File: src/rtl/pulse_stretch_pkg.sv
// pulse_stretch_pkg: shared mode encoding and default counter width for the pulse stretcher
package pulse_stretch_pkg;
  typedef enum logic {RETRIG = 1'b0, ONESHOT = 1'b1} ps_mode_e;
  localparam int PS_CNT_W = 8;
endpackage

File: src/rtl/pulse_stretch_ch.sv
// pulse_stretch_ch: one stretcher channel (trigger qualify, remaining-cycle counter, output, sticky ovr)
// PULSE_STRETCH_EDGE_EN selects rising-edge triggering instead of level triggering
module pulse_stretch_ch
  import pulse_stretch_pkg::*;
#(
  parameter int CNT_W = PS_CNT_W
) (
  input  logic             clk,
  input  logic             rst,
  input  logic             in_pulse,
  input  logic [CNT_W-1:0] leff,
  input  ps_mode_e         mode,
  input  logic             clr_ovr,
  output logic             out_pulse,
  output logic             ovr
);
  logic [CNT_W-1:0] rem;
  ps_mode_e mode_q;
  logic trig, last, accept, drop;
`ifdef PULSE_STRETCH_EDGE_EN
  logic in_q;
  always_ff @(posedge clk) in_q <= rst ? 1'b0 : in_pulse;
  assign trig = in_pulse & ~in_q;
`else
  assign trig = in_pulse;
`endif
  assign last = out_pulse && rem == '0;
  assign accept = trig && (!out_pulse || last || mode_q == RETRIG);
  assign drop = trig && !accept;
  // mode is latched at acceptance so a mid-stretch mode change cannot affect the running pulse
  always_ff @(posedge clk) begin
    if (rst) begin
      out_pulse <= 1'b0;
      rem       <= '0;
      mode_q    <= RETRIG;
      ovr       <= 1'b0;
    end else begin
      out_pulse <= accept | (out_pulse & ~last);
      rem       <= accept ? leff - 1'b1 : (out_pulse && !last) ? rem - 1'b1 : rem;
      mode_q    <= accept ? mode : mode_q;
      ovr       <= drop | (ovr & ~clr_ovr);
    end
  end
endmodule

File: src/rtl/pulse_stretcher_mc.sv
// pulse_stretcher_mc: multi-channel runtime-configurable pulse stretcher with lost-event flags
// PULSE_STRETCH_EDGE_EN selects rising-edge triggering instead of level triggering
module pulse_stretcher_mc
  import pulse_stretch_pkg::*;
#(
  parameter int CHANNELS    = 4,
  parameter int CNT_W       = PS_CNT_W,
  parameter int DEFAULT_LEN = 8
) (
  input  logic                clk,
  input  logic                rst,
  input  logic [CHANNELS-1:0] in_pulse,
  input  logic [CNT_W-1:0]    len_cfg,
  input  logic                mode,
  input  logic [CHANNELS-1:0] clr_ovr,
  output logic [CHANNELS-1:0] out_pulse,
  output logic [CHANNELS-1:0] ovr
);
  logic [CNT_W-1:0] leff;
  assign leff = (len_cfg == '0) ? CNT_W'(DEFAULT_LEN) : len_cfg;
  for (genvar c = 0; c < CHANNELS; c++) begin : g_ch
    pulse_stretch_ch #(.CNT_W(CNT_W)) u_ch (
      .clk      (clk),
      .rst      (rst),
      .in_pulse (in_pulse[c]),
      .leff     (leff),
      .mode     (ps_mode_e'(mode)),
      .clr_ovr  (clr_ovr[c]),
      .out_pulse(out_pulse[c]),
      .ovr      (ovr[c])
    );
  end
endmodule
File: config.mk
export PLATFORM = sky130hd
export DESIGN_NAME = pulse_stretcher_mc
export DESIGN_NICKNAME = d
export VERILOG_FILES = /design/src/rtl/pulse_stretch_pkg.sv /design/src/rtl/pulse_stretch_ch.sv /design/src/rtl/pulse_stretcher_mc.sv
export SDC_FILE = /design/constraint.sdc
export NUM_CORES = 1
export LEC_CHECK = 0
export ABC_AREA = 1
export BUFFER_PORTS_ARGS = -buffer_cell sky130_fd_sc_hd__buf_2
export CAP_MARGIN = 20
export CORE_ASPECT_RATIO = 0.5
export CORE_MARGIN = 2
export CORE_UTILIZATION = 40
export CTS_CLUSTER_DIAMETER = 150
export CTS_CLUSTER_SIZE = 12
export DETAILED_ROUTE_END_ITERATION = 12
export PLACE_DENSITY_LB_ADDON = 0.12
export SYNTH_ARGS = -nofsm -noshare
export SYNTH_HDL_FRONTEND = slang
export SYNTH_HIERARCHICAL = 1
export SYNTH_SLANG_ARGS = --single-unit
export TNS_END_PERCENT = 100
File: constraint.sdc
create_clock -name clk -period 3.7 [get_ports clk]
set_clock_uncertainty 0.2 [all_clocks]
set_input_delay 0.74 -clock clk [delete_from_list [all_inputs] [get_ports clk]]
set_output_delay 0.74 -clock clk [all_outputs]
set_load 0.03 [all_outputs]
==> summary.txt <==
CP arrival: 2.13 ns
data required time of the critical path: 3.69 ns
count of instances resized after the clock tree is built: 0
post-synthesis area per instance: 6.45 um^2
insertion delay to the later sink of the worst-skew pair: 0.29 ns
Total Nets Final: 544
CP Launch Point: g_ch[1].u_ch/rem[0]
TritonCTS clock tree: yes
Worst R2R Start: g_ch[1].u_ch/rem[0]
post-synth design cell area: 3270 um^2
max-capacitance violation count: 0
Non-Filler Instances: 634
RePlAce Congestion: 0.837
Final Hold Fails: 0
starting utilization of the core area: 0.410
setup slack after layout: 1.56 ns
Yosys Warn Count: 6
RSZ-0062 raised after global routing: false
Routed wire per std cell: 11.5 um
Post-Syn Nets: 530
Worst-path clk slew: 0.06 ns
register-to-register setup slack: 1.56 ns
top cell family by delay on the critical path: simple AND/OR/NAND/NOR gates
placed cells: 626
Fmax: 468 MHz
outcome: finished, final reports clean
Worst-Margin Slew: 0.565 ns
most common cell after layout, fill and taps aside: nand2_1
Inserted Clock Buffers: 5
height of the die: 67.9 um
CTS H-Tree Depth: 2
max-slew violation count: 0
startpoint kind of the worst setup timing path: flop
share of final-layout standard cells stronger than drive strength 1: 0.253
category of the most critical setup path: reg2reg
Max IR drop VDD: 0.168 mV
pin count of the biggest net entering global routing: 25
final total negative setup slack: 0 ns
cell count after synthesis: 507
wire length after detailed routing: 7320 um
number of antenna cells inserted: 0
DR DRC count: 0
maximum fanout encountered on the critical timing path: 11
sink count of the clock tree: 44
synthesis-to-finish area growth: 8.26%
worst hold-check path type: reg2reg
horizontal extent of the die: 132 um
shortest period the worst path allows: 2.14 ns
number of iterations in the first detailed-routing pass: 4
post-synth cell types: 23
via count of the routed design: 2,771
via count of the first global-routing pass: 2,572
Seq cells post-synth: 44
CTS Buffer Depth: 2
post-route ant nets: 0
number of port buffers: 26
most used cells in the layout excluding fill and tap cells: nand2_1 (110), inv_1 (82), nand2_2 (44), dfxtp_1 (44), nand3_1 (36)
antenna violations before repair: 0
area of the core: 7970 um^2
timing endpoint of the critical path: g_ch[1].u_ch/rem[6]
capture point of the worst reg-to-reg path: g_ch[1].u_ch/rem[6]
critical path, cell by cell: inv_1 -> nand2_2 -> nor2_2 -> nand2_2 -> nand3_4 -> nand2_4 -> inv_2 -> nand2_2 -> nand2_2 -> inv_1 -> ha_1 -> nand2_1 -> nor2_4 -> nand2_1 -> nand2_1 -> nand3_1 -> nand2_1 -> inv_1
global-route wire length before repair: 12,700 um
Buffers & Inverters on Critical Path: 4
setup violators final: 0
pre-CTS WS: 1.31 ns
Worst Setup End Kind: flop
Cell Rows: 23
cell area power density: 417 nW/um^2
Hold Buf Count CTS: 0
area of the die: 8960 um^2
post-layout util: 0.444
DRC violation total after the first TritonRoute iteration: 154
Stages on worst setup path: 18
overflow left after global routing: 0
Register-to-Register Path Depth: 18
final cycle utilization of the critical path: 0.578
buffer type at the clock tree root: clkbuf_16
sequential element share of the synthesized area: 0.269
Static Leak: 1.91 nW
total of fill cells in the finished design: 897
slowest library cell on the worst path: dfxtp_1
number of top-level pins: 27
remaining max-slew budget at the tightest pin: 0.624
biggest cell delay along the critical path: 0.37 ns
total routing usage reported by global routing: 0.177
Final HPWL DP: 5480 um
buffers inserted during post-CTS setup optimization: 0
total power after layout: 0.00148 W
number of vias per cell: 4.37
-- worst reg2reg max path, cell delays in order, from the launching register on --
cell and delay (ns):
dfxtp_1 0.37, inv_1 0.06, nand2_2 0.06, nor2_2 0.04
nand2_2 0.09, nand3_4 0.12, nand2_4 0.15, inv_2 0.05
nand2_2 0.06, nand2_2 0.08, inv_1 0.07, ha_1 0.15
nand2_1 0.12, nor2_4 0.15, nand2_1 0.05, nand2_1 0.05
nand3_1 0.06, nand2_1 0.08, inv_1 0.03
-- routing by layer --
metal / GRT usage / vias to the layer above / part of all wire
met5: 0 / - / 0
met3: 0.0378 / 2 / 0.020
met2: 0.277 / 16 / 0.40
met1: 0.259 / 1178 / 0.57
li1: - / 1575 / -
met4: 0.0163 / 0 / 0.0034
-- worst min-delay path by stage --
stage | from | to | cells after the start
final | g_ch[1].u_ch/ovr | g_ch[1].u_ch/ovr | 2
after global routing | g_ch[3].u_ch/ovr | g_ch[3].u_ch/ovr | 2
after CTS | g_ch[1].u_ch/ovr | g_ch[1].u_ch/ovr | 2
after detailed placement | g_ch[1].u_ch/ovr | g_ch[1].u_ch/ovr | 2
after global placement | g_ch[1].u_ch/ovr | g_ch[1].u_ch/ovr | 2
after floorplan | g_ch[0].u_ch/rem[0] | g_ch[0].u_ch/rem[0] | 2
-- area by class of cell --
type,count,area [um^2],share of cell area
multi-input combinational,338,1850,0.521
clock buffer,8,146,0.0413
sequential,44,881,0.249
timing repair buffer,26,130,0.0367
inverter,106,398,0.112
tap,112,140,0.0396
-- registers in the layout, summed over array words and instances, names as in the netlist --
| register | cells |
|---|---|
| g_ch.u_ch/rem | 32 |
| g_ch.u_ch/mode_q | 4 |
| g_ch.u_ch/out_pulse | 4 |
| g_ch.u_ch/ovr | 4 |
-- stage by stage --
stage | instance area (um^2) | hold slack, ns
finish | 3540 | 0.260
global route | 3540 | 0.279
CTS | 3540 | 0.264
detailed placement | 3390 | 0.254
global placement | 3390 | 0.252
floorplan | 3270 | 0.284
-- cells by family (layout without fill, tap and decap cells) --
logic type,Yosys count,after routing,share of synthesized area
buf+inv,125,140,0.166
fa+ha+maj,4,4,0.0153
simple gates,273,273,0.445
compound gates,61,61,0.104
flops,44,44,0.269
-- cell usage after synthesis --
| cell | n | share of area |
|---|---|---|
| clkbuf_1 | 7 | 0.0080 |
| o21bai_1 | 4 | 0.0092 |
| nand4_1 | 4 | 0.0076 |
| nand2_4 | 8 | 0.028 |
| nor2_4 | 8 | 0.028 |
| buf_4 | 4 | 0.0092 |
| a21oi_1 | 24 | 0.037 |
| o21ai_1 | 1 | 0.0015 |
| nand3b_1 | 16 | 0.037 |
| ha_1 | 4 | 0.015 |
| o21ai_0 | 24 | 0.037 |
| nand2_1 | 110 | 0.13 |
| inv_2 | 24 | 0.028 |
| inv_1 | 82 | 0.094 |
| nand3_4 | 4 | 0.021 |
| nor2_1 | 31 | 0.036 |
| nor2_2 | 12 | 0.023 |
| buf_6 | 8 | 0.028 |
| o221ai_1 | 4 | 0.011 |
| dfxtp_1 | 44 | 0.27 |
| nand3_1 | 36 | 0.055 |
| o211ai_1 | 4 | 0.0092 |
| nand2_2 | 44 | 0.084 |
-- where the power goes --
part / switching, W / total [W] / internal, W / leakage (nW)
logic: 0.000306 / 0.000461 / 0.000154 / 1.47
registers: 0.0000351 / 0.000562 / 0.000527 / 0.366
clock network: 0.000186 / 0.000455 / 0.000270 / 0.0712
(Power assumes the default switching activity.)
